==> src/rtl/line_clear_engine_if.sv <==
// Board RAM row port between the line-clear engine (master) and the board RAM (slave).
// Read data returns exactly one cycle after RAM_RE.
interface line_clear_engine_if;
   logic [10:0] RAM_ROW_ADDR;
   logic        RAM_RE;
   logic        RAM_WE;
   logic [31:0] RAM_READDATA;
   logic [31:0] RAM_WRITEDATA;

   modport master (
      output RAM_ROW_ADDR, RAM_RE, RAM_WE, RAM_WRITEDATA,
      input  RAM_READDATA
   );

   modport slave (
      input  RAM_ROW_ADDR, RAM_RE, RAM_WE, RAM_WRITEDATA,
      output RAM_READDATA
   );
endinterface

==> src/rtl/line_clear_engine.sv <==
// Post-lock line clear: scans rows bottom-up, compacts surviving rows in place, zero-fills the top.
// Optional LINE_CLEAR_SCORE_EN adds clear_all input and a saturating 20-bit score output.
module line_clear_engine #(
   parameter int ROWS      = 22,
   parameter int COLS      = 10,
   parameter int BASE_ADDR = 0
) (
   input  logic        clk,
   input  logic        reset_n,
   input  logic        start,
   output logic        busy,
   output logic        done,
   output logic [4:0]  lines_cleared,
`ifdef LINE_CLEAR_SCORE_EN
   input  logic        clear_all,
   output logic [19:0] score,
`endif
   line_clear_engine_if.master ram
);

   typedef enum logic [2:0] {
      S_IDLE,
      S_READ,
      S_EVAL,
      S_FILL,
      S_DONE
   } state_t;

   // Bit 5 of each pointer is the underflow flag; bits 4:0 are the row index.
   localparam logic [5:0]  PTR_INIT = 6'(ROWS - 1);
   localparam logic [10:0] BASE     = 11'(BASE_ADDR);

   state_t      state, state_next;
   logic        start_q;
   logic [5:0]  rd_ptr, wr_ptr;
   logic [5:0]  rd_dec, wr_dec, wr_after_eval;
   logic [4:0]  cnt;
   logic [4:0]  held_count;
   logic        row_full;
   logic        eval_write;

   assign rd_dec        = rd_ptr - 6'd1;
   assign wr_dec        = wr_ptr - 6'd1;
   assign wr_after_eval = row_full ? wr_ptr : wr_dec;

   // NOTE: every always_comb output gets a default first so no path can infer a latch.
   always_comb begin
      row_full = 1'b1;
      for (int c = 0; c < 16; c++) begin
         if (c < COLS && ram.RAM_READDATA[2*c +: 2] == 2'b00) begin
            row_full = 1'b0;
         end
      end
   end

   assign eval_write = (state == S_EVAL) && !row_full && (wr_ptr != rd_ptr);

   // NOTE: sequential state uses non-blocking assignments only; blocking is reserved for always_comb.
   always_ff @(posedge clk or negedge reset_n) begin
      if (!reset_n) begin
         state <= S_IDLE;
      end else begin
         state <= state_next;
      end
   end

   always_comb begin
      state_next = state;
      unique case (state)
         S_IDLE: if (start_q) state_next = S_READ;
         S_READ: state_next = S_EVAL;
         S_EVAL: begin
            if (rd_ptr == 6'd0) begin
               state_next = wr_after_eval[5] ? S_DONE : S_FILL;
            end else begin
               state_next = S_READ;
            end
         end
         S_FILL: if (wr_dec[5]) state_next = S_DONE;
         S_DONE: state_next = S_IDLE;
         default: state_next = S_IDLE;
      endcase
   end

   // start is registered first so busy rises one edge after start is sampled.
   always_ff @(posedge clk or negedge reset_n) begin
      if (!reset_n) begin
         start_q    <= 1'b0;
         rd_ptr     <= 6'd0;
         wr_ptr     <= 6'd0;
         cnt        <= 5'd0;
         held_count <= 5'd0;
      end else begin
         start_q <= (state == S_IDLE) && start && !start_q;
         unique case (state)
            S_IDLE: begin
               if (start_q) begin
                  rd_ptr     <= PTR_INIT;
                  wr_ptr     <= PTR_INIT;
                  cnt        <= 5'd0;
                  held_count <= 5'd0;
               end
            end
            S_EVAL: begin
               if (row_full) begin
                  cnt <= cnt + 5'd1;
               end
               wr_ptr <= wr_after_eval;
               rd_ptr <= rd_dec;
            end
            S_FILL: wr_ptr <= wr_dec;
            S_DONE: held_count <= cnt;
            default: ;
         endcase
      end
   end

   always_comb begin
      busy              = (state != S_IDLE);
      done              = (state == S_DONE);
      lines_cleared     = done ? cnt : held_count;
      ram.RAM_RE        = (state == S_READ);
      ram.RAM_WE        = (state == S_FILL) || eval_write;
      ram.RAM_ROW_ADDR  = 11'd0;
      ram.RAM_WRITEDATA = 32'd0;
      if (state == S_READ) begin
         ram.RAM_ROW_ADDR = BASE + 11'(rd_ptr[4:0]);
      end else if (ram.RAM_WE) begin
         ram.RAM_ROW_ADDR = BASE + 11'(wr_ptr[4:0]);
      end
      // Surviving rows move verbatim, including the cells outside the fullness check.
      if (eval_write) begin
         ram.RAM_WRITEDATA = ram.RAM_READDATA;
      end
   end

`ifdef LINE_CLEAR_SCORE_EN
   logic [19:0] award;
   logic [20:0] score_sum;

   always_comb begin
      award = 20'd800;
      unique case (cnt)
         5'd0:    award = 20'd0;
         5'd1:    award = 20'd100;
         5'd2:    award = 20'd300;
         5'd3:    award = 20'd500;
         default: award = 20'd800;
      endcase
   end

   assign score_sum = {1'b0, score} + {1'b0, award};

   always_ff @(posedge clk or negedge reset_n) begin
      if (!reset_n) begin
         score <= 20'd0;
      end else if (clear_all) begin
         score <= 20'd0;
      end else if (state == S_DONE) begin
         score <= score_sum[20] ? 20'hF_FFFF : score_sum[19:0];
      end
   end
`endif

endmodule

==> src/flat_wrapper.sv <==
// flat-port wrapper written by rule: the top's interface ports become plain ports
module line_clear_engine_flat 
#(
   parameter int ROWS      = 22,
   parameter int COLS      = 10,
   parameter int BASE_ADDR = 0
)
  (clk, reset_n, start, busy, done, lines_cleared, ram_RAM_ROW_ADDR, ram_RAM_RE, ram_RAM_WE, ram_RAM_WRITEDATA, ram_RAM_READDATA);
  line_clear_engine_if ram_i ();
  input  logic clk;
  input  logic reset_n;
  input  logic start;
  output logic busy;
  output logic done;
  output logic [4:0] lines_cleared;
  output wire logic [$bits(ram_i.RAM_ROW_ADDR)-1:0] ram_RAM_ROW_ADDR;
  output wire logic [$bits(ram_i.RAM_RE)-1:0] ram_RAM_RE;
  output wire logic [$bits(ram_i.RAM_WE)-1:0] ram_RAM_WE;
  output wire logic [$bits(ram_i.RAM_WRITEDATA)-1:0] ram_RAM_WRITEDATA;
  input wire logic [$bits(ram_i.RAM_READDATA)-1:0] ram_RAM_READDATA;
  assign ram_RAM_ROW_ADDR = ram_i.RAM_ROW_ADDR;
  assign ram_RAM_RE = ram_i.RAM_RE;
  assign ram_RAM_WE = ram_i.RAM_WE;
  assign ram_RAM_WRITEDATA = ram_i.RAM_WRITEDATA;
  assign ram_i.RAM_READDATA = ram_RAM_READDATA;
  line_clear_engine #(.ROWS(ROWS), .COLS(COLS), .BASE_ADDR(BASE_ADDR)) u_core (.clk(clk), .reset_n(reset_n), .start(start), .busy(busy), .done(done), .lines_cleared(lines_cleared), .ram(ram_i));
endmodule
==> config.mk <==
export PLATFORM = sky130hd
export DESIGN_NAME = line_clear_engine_flat
export DESIGN_NICKNAME = d
export VERILOG_FILES = /design/src/rtl/line_clear_engine_if.sv /design/src/rtl/line_clear_engine.sv /design/src/flat_wrapper.sv
export SDC_FILE = /design/constraint.sdc
export NUM_CORES = 1
export LEC_CHECK = 0
export CAP_MARGIN = 20
export CORE_MARGIN = 10
export CORE_UTILIZATION = 41
export DETAILED_ROUTE_END_ITERATION = 8
export PLACE_DENSITY_LB_ADDON = 0.2
export SLEW_MARGIN = 10
export SYNTH_ARGS = -nofsm -noshare
export SYNTH_HDL_FRONTEND = slang
export SYNTH_SLANG_ARGS = --single-unit
==> constraint.sdc <==
create_clock -name clk -period 2.65 [get_ports clk]
set_clock_uncertainty 0.15 [all_clocks]
set_input_delay 0.3975 -clock clk [delete_from_list [all_inputs] [get_ports clk]]
set_output_delay 0.3975 -clock clk [all_outputs]
set_load 0.01 [all_outputs]
==> flow_summary.toml, run 1 <==
[synthesis]
syn_inst = 212
synth_edf_count = 0
syn_area_um2 = 1840
synth_cell_types = 43
yosysWarnings = 0
ys_async_sr_fraction_pct = 100
ys_seq_area_share_pct = 35.4
postSynthAreaPerCell_um2 = 8.66
synth-seq-cells = 26
ys.flop_type = "dfrtp_1"

[layout]
fillerInstances = 363
drive_gt1_share_pct = 24.8
final_cell_mix = "36 x and2_1, 26 x clkdlybuf4s15_1, 26 x buf_4, 26 x dfrtp_1, 20 x clkdlybuf4s50_1"
final_area_um2 = 2950
final_common_cell = "and2_1"
fin_nets = 354
diodes = 0
syn2layout_area_growth_pct = 60.6

[worst_setup_path]
cp_cell_sequence = "clkdlybuf4s15_1 -> o22ai_1 -> or4_4 -> nor2_8 -> buf_12 -> nor2_4 -> bufbuf_16 -> and2_2 -> buf_6"
cp_max_fo = 8
worstRegToRegCells = 5
regToRegSetupSlack_ns = 0.25
r2r_start = "u_core.wr_ptr[2]"
end_kind = "output port"
worstPathRequired_ns = 2.10
cp_slowest_cell = "or4_4"
path_class = "input port to output port"
r2r_end = "u_core.state[2]"
cpPeakStageDelay_ns = 0.56
cp-start-kind = "input port"
critPathArrivalTime_ns = 2.08

[clocking]
htreeDepth = 1
clk_pin_slew_ns = 0.10
clock_path_buffers = 2
clk_latency_ns = 0.28
cts.sinks = 26
cts-root-buf = "clkbuf_8"
numCtsBuffers = 3
cts_tree = "done"
hold_buffers = 0

[detailed_routing]
drt_wl_total_mm = 6.25
drc = 0
ant_nets = 0
dr.pass1.iters = 4
vias = 1932
viasPerCell = 5.26
drt-initial-drc-count = 205
wl_per_cell_um = 17.0

[pwr]
power_density_nw_per_um2 = 916
leakage_nw = 1.46
ir_drop_mv = 0.380

[placement]
gp_congestion = 0.819
placed_cell_area_um2 = 2830
port_buffers = 80
hpwl_mm = 4.88

[timing]
worst_slew_pin_slew_ns = 0.681
layout_min_cycle_time_ns = 2.62
hold_viol_final = 0
slew_violations = 0
rsz0062_at_grt = "yes"
hold_ws_ns = 0.312
fmax_mhz = 381
max_slew_margin_pct = 54.1
finalCritPeriodShare_pct = 99.0
setup_viol = 0

[min_path]
min_to = "u_core.start_q"
hold_path_class = "flip-flop to flip-flop"
hold_depth = 1
worstHoldStart = "u_core.start_q"

[global_routing]
grt_max_degree = 27
grt_pass1_vias = 1977
grt_pass1_wl_mm = 10.0
antenna_found_initial = 0
grt_overflow = 0
track_usage_pct = 16.3

[floorplanning]
die_w_um = 86.9
ios = 87
fp.coreArea_um2 = 4350
rows = 24
start_util_pct = 42.2
die_h_um = 86.9
die-area_um2 = 7560

[job]
maxCapViolations = 0

[outcome]
status = "finished clean"
## where the power goes
part | switching [mW] | internal (mW) | total (mW)
combinational | 0.891 | 0.883 | 1.77
sequential | 0.0851 | 0.505 | 0.590
clock | 0.136 | 0.202 | 0.339
total | 1.11 | 1.59 | 2.70
## how the worst max path moves through the flow
| stage | startpoint | end | slack [ns] | cells after the start |
|---|---|---|---|---|
| after floorplan | ram_RAM_READDATA[5] | ram_RAM_WRITEDATA[5] | 0.41 | 7 |
| after global placement | ram_RAM_READDATA[11] | ram_RAM_ROW_ADDR[1] | -0.49 | 7 |
| after detailed placement | ram_RAM_READDATA[11] | ram_RAM_ROW_ADDR[0] | -0.50 | 7 |
| after CTS | ram_RAM_READDATA[9] | ram_RAM_WRITEDATA[5] | 0.01 | 9 |
| after global routing | ram_RAM_READDATA[8] | ram_RAM_WRITEDATA[5] | -0.01 | 9 |
| final | ram_RAM_READDATA[8] | ram_RAM_WRITEDATA[5] | 0.03 | 9 |
## logic make-up after synthesis
family / synth area share [%]
and+or+nand+nor: 31.8
AOI/OAI and AO/OA: 15.4
DFF: 35.4
buffers and inverters: 6.13
xor gates and xnor gates: 4.29
muxes: 4.70
adders and majority gates: 2.04
other: 0.204
## flip-flops by register name (all words and copies together) (netlist names)
name / flops
u_core.state: 3
u_core.wr_ptr: 6
u_core.held_count: 5
u_core.cnt: 5
u_core.start_q: 1
u_core.rd_ptr: 6
## cells in the mapped netlist, drive strengths merged (3+ instances only)
cell    count  share of area (%)
inv         6                1.2
nor3b       4                2.2
mux2i       3                1.6
and2       37                 13
ha          3                2.0
a22o        5                2.4
o21ai      14                3.8
nand2      16                3.3
or4         4                1.8
o31ai       3                1.2
nand3       6                1.6
or3         4                1.4
nor3        6                1.9
xnor2       6                2.9
mux2        5                3.1
clkbuf      9                1.8
buf         7                3.1
a21oi       4                1.1
o22ai       5                1.7
nor2b       4                1.4
xor2        3                1.4
nor2       13                3.5
nand2b      3                1.0
dfrtp      26                 35
## layout make-up
cell class	count	area (um2)	area share, %
repair buffers	110	992	33.6
multi-input cells	169	1150	38.9
clock inverters	1	30.0	1.02
flip-flops and latches	26	651	22.1
clock buffers	3	41.3	1.40
inverters	6	22.5	0.763
well taps	52	65.1	2.21
## timing repair
| action | 4_1_cts | 5_1_grt |
|---|---|---|
| endpoints found under the setup margin | 39 | 40 |
| setup buffers | 2 | 1 |
| cloned | 2 | 0 |
| hold endpoints to repair | 0 | 0 |
| pin swaps | 3 | 3 |
| gates resized for setup | 116 | 39 |
## per-stage QoR
step                setup slack (ns)  instances  power [mW]  utilization, %  TNS, ns
floorplan                      0.411        217        1.48               -        0
global placement              -0.491        358        2.30            65.0   -16.96
detailed placement            -0.497        358        2.33            65.0   -17.20
CTS                           0.0115        366        2.67            68.2        0
global route                 -0.0125        367        2.91            67.8  -0.0180
finish                        0.0266        367        2.70            67.8        0
## metal layers
| metal | track usage (%) | vias up | routed length [um] |
|---|---|---|---|
| li1 | - | 924 | - |
| met5 | 0 | - | 0 |
| met1 | 16.9 | 892 | 2350 |
| met4 | 4.12 | 0 | 50 |
| met2 | 26.3 | 112 | 2830 |
| met3 | 11.2 | 4 | 1030 |
## critical path: cells and delay by family
family | cells | cell delay [ns]
buf+inv | 4 | 0.67
compound gates | 1 | 0.08
simple gates | 4 | 0.94
No activity file was read; power rests on OpenSTA's default activity.
==> run 2, diff against run 1 <==
CAP_MARGIN = 10   (was 20)
HOLD_SLACK_MARGIN = 0.06   (was not set)
PLACE_DENSITY = 0.8   (was not set)
PLACE_DENSITY_LB_ADDON = not set   (was 0.2)
==> run 2 against run 1 <==
First-iteration DRC count shrank 43%. Combinational power about the same. Highest routed layer unchanged. Flip-flop and latch count unchanged. Register-to-register slack better by 0.12 ns. Power is 4.4% lower.
==> flow_summary.toml, run 2 (synthesis results as in run 1) <==
[outcome]
status = "finished clean"

[layout]
final_cell_mix = "36 x and2_1, 33 x buf_2, 27 x buf_4, 26 x dfrtp_1, 23 x clkdlybuf4s50_1"
drive_gt1_share_pct = 27.9
diodes = 0
fin_nets = 354
syn2layout_area_growth_pct = 54.2
final_common_cell = "and2_1"
fillerInstances = 400
top_regs = "u_core.rd_ptr: 6 flops, u_core.wr_ptr: 6 flops"
final_util_pct = 65.0

[detailed_routing]
drc = 0
viasPerCell = 5.25
ant_nets = 0
dr.pass1.iters = 4
wl_per_cell_um = 16.5
drt_wl_total_mm = 6.07
vias = 1927
drt-initial-drc-count = 116

[clocking]
htreeDepth = 1
clk_pin_slew_ns = 0.09
cts_tree = "done"
clock_path_buffers = 2
clk_latency_ns = 0.27
hold_buffers = 0
cts.sinks = 26
numCtsBuffers = 3
cts-root-buf = "clkbuf_8"

[floorplanning]
rows = 24
ios = 87
die-area_um2 = 7560
die_w_um = 86.9
die_h_um = 86.9
fp.coreArea_um2 = 4350
start_util_pct = 42.2

[worst_setup_path]
cp_slowest_cell = "clkdlybuf4s50_1"
path_class = "flip-flop to output port"
end_kind = "output port"
cp_cell_sequence = "buf_4 -> nor3b_4 -> buf_4 -> mux2_2 -> clkdlybuf4s50_1"
r2r_start = "u_core.rd_ptr[3]"
cp_max_fo = 11
regToRegSetupSlack_ns = 0.37
r2r_end = "u_core.state[0]"
critPathTopFamily = "buffers and inverters"
path_common_cell = "buf_4"
critPathArrivalTime_ns = 2.01
worstPathRequired_ns = 2.10
worstRegToRegCells = 6
cpPeakStageDelay_ns = 0.48
cp-start-kind = "flip-flop"
cp_num_buf_inv = 3

[placement]
hpwl_mm = 4.93
port_buffers = 80
gp_congestion = 0.953

[pwr]
total_power_mw = 2.58
leakage_nw = 1.43
ir_drop_mv = 0.384
power_density_nw_per_um2 = 912

[timing]
fmax_mhz = 391
hold_viol_final = 0
layout_min_cycle_time_ns = 2.56
rsz0062_at_grt = "no"
setup_viol = 0
worst_slew_pin_slew_ns = 0.710
max_slew_margin_pct = 52.2
slew_violations = 0
finalCritPeriodShare_pct = 96.5

[job]
maxCapViolations = 0

[global_routing]
grt_max_degree = 27
grt_overflow = 0
grt_pass1_wl_mm = 9.80
track_usage_pct = 15.9
grt_pass1_vias = 2036
antenna_found_initial = 0

[min_path]
hold_path_class = "input port to async pin"
-- run 2: report_power, final --
part / internal [mW] / switching (mW)
combinational: 0.832 / 0.909
clock: 0.133 / 0.125
sequential: 0.505 / 0.0788
total: 1.47 / 1.11
-- run 2: worst max path at each step --
stage / startpoint / end / slack [ns] / cells past startpoint
2_1_floorplan: ram_RAM_READDATA[5] / ram_RAM_WRITEDATA[5] / 0.41 / 7
3_3_place_gp: ram_RAM_READDATA[5] / ram_RAM_ROW_ADDR[2] / -0.47 / 7
3_5_place_dp: ram_RAM_READDATA[5] / ram_RAM_ROW_ADDR[3] / -0.49 / 7
4_1_cts: u_core.state[0] / lines_cleared[0] / 0.001 / 5
5_1_grt: u_core.state[1] / lines_cleared[3] / 0.02 / 5
6_report: u_core.state[1] / lines_cleared[3] / 0.09 / 5
-- run 2: cell type report --
| class | count | area (um2) | share of cell area, % |
|---|---|---|---|
| clock buffers | 4 | 55.1 | 1.94 |
| inverters | 6 | 22.5 | 0.795 |
| repair buffers | 110 | 903 | 31.9 |
| multi-input cells | 169 | 1130 | 40.1 |
| flip-flops and latches | 26 | 651 | 23.0 |
| well taps | 52 | 65.1 | 2.30 |
-- run 2: per-stage QoR --
stage	instances	hold slack, ns	setup TNS [ns]	worst slack [ns]	instance area, um2
after detailed placement	359	0.335	-16.75	-0.488	2840
after global routing	367	0.365	0	0.0161	2830
after CTS	365	0.347	0	0.00124	2800
after global placement	359	0.304	-16.06	-0.467	2840
after floorplan	217	-0.0481	0	0.411	1860
final	367	0.343	0	0.0940	2830
-- run 2: timing repair --
| item | 4_1_cts | 5_1_grt |
|---|---|---|
| pin swaps | 7 | 1 |
| setup buffers | 0 | 2 |
| cloned | 2 | 0 |
| resized for setup | 172 | 5 |
| endpoints found under the setup margin | 41 | 5 |
-- run 2: layer usage --
metal | up-vias | wire length, um | part of all wire (%) | track usage, %
met1 | 910 | 2280 | 37 | 16.0
met2 | 88 | 2790 | 46 | 26.6
li1 | 923 | - | - | -
met4 | 0 | 80 | 1.3 | 4.86
met3 | 6 | 921 | 15 | 9.83
met5 | - | 0 | 0 | 0
-- run 2: worst register-to-register path, cell delays in order (launching register included) --
cell and delay [ns]:
dfrtp_1 0.41, buf_4 0.16, or3_1 0.39, nor3b_2 0.32
a21o_1 0.16, o21ai_0 0.07, or4_1 0.50
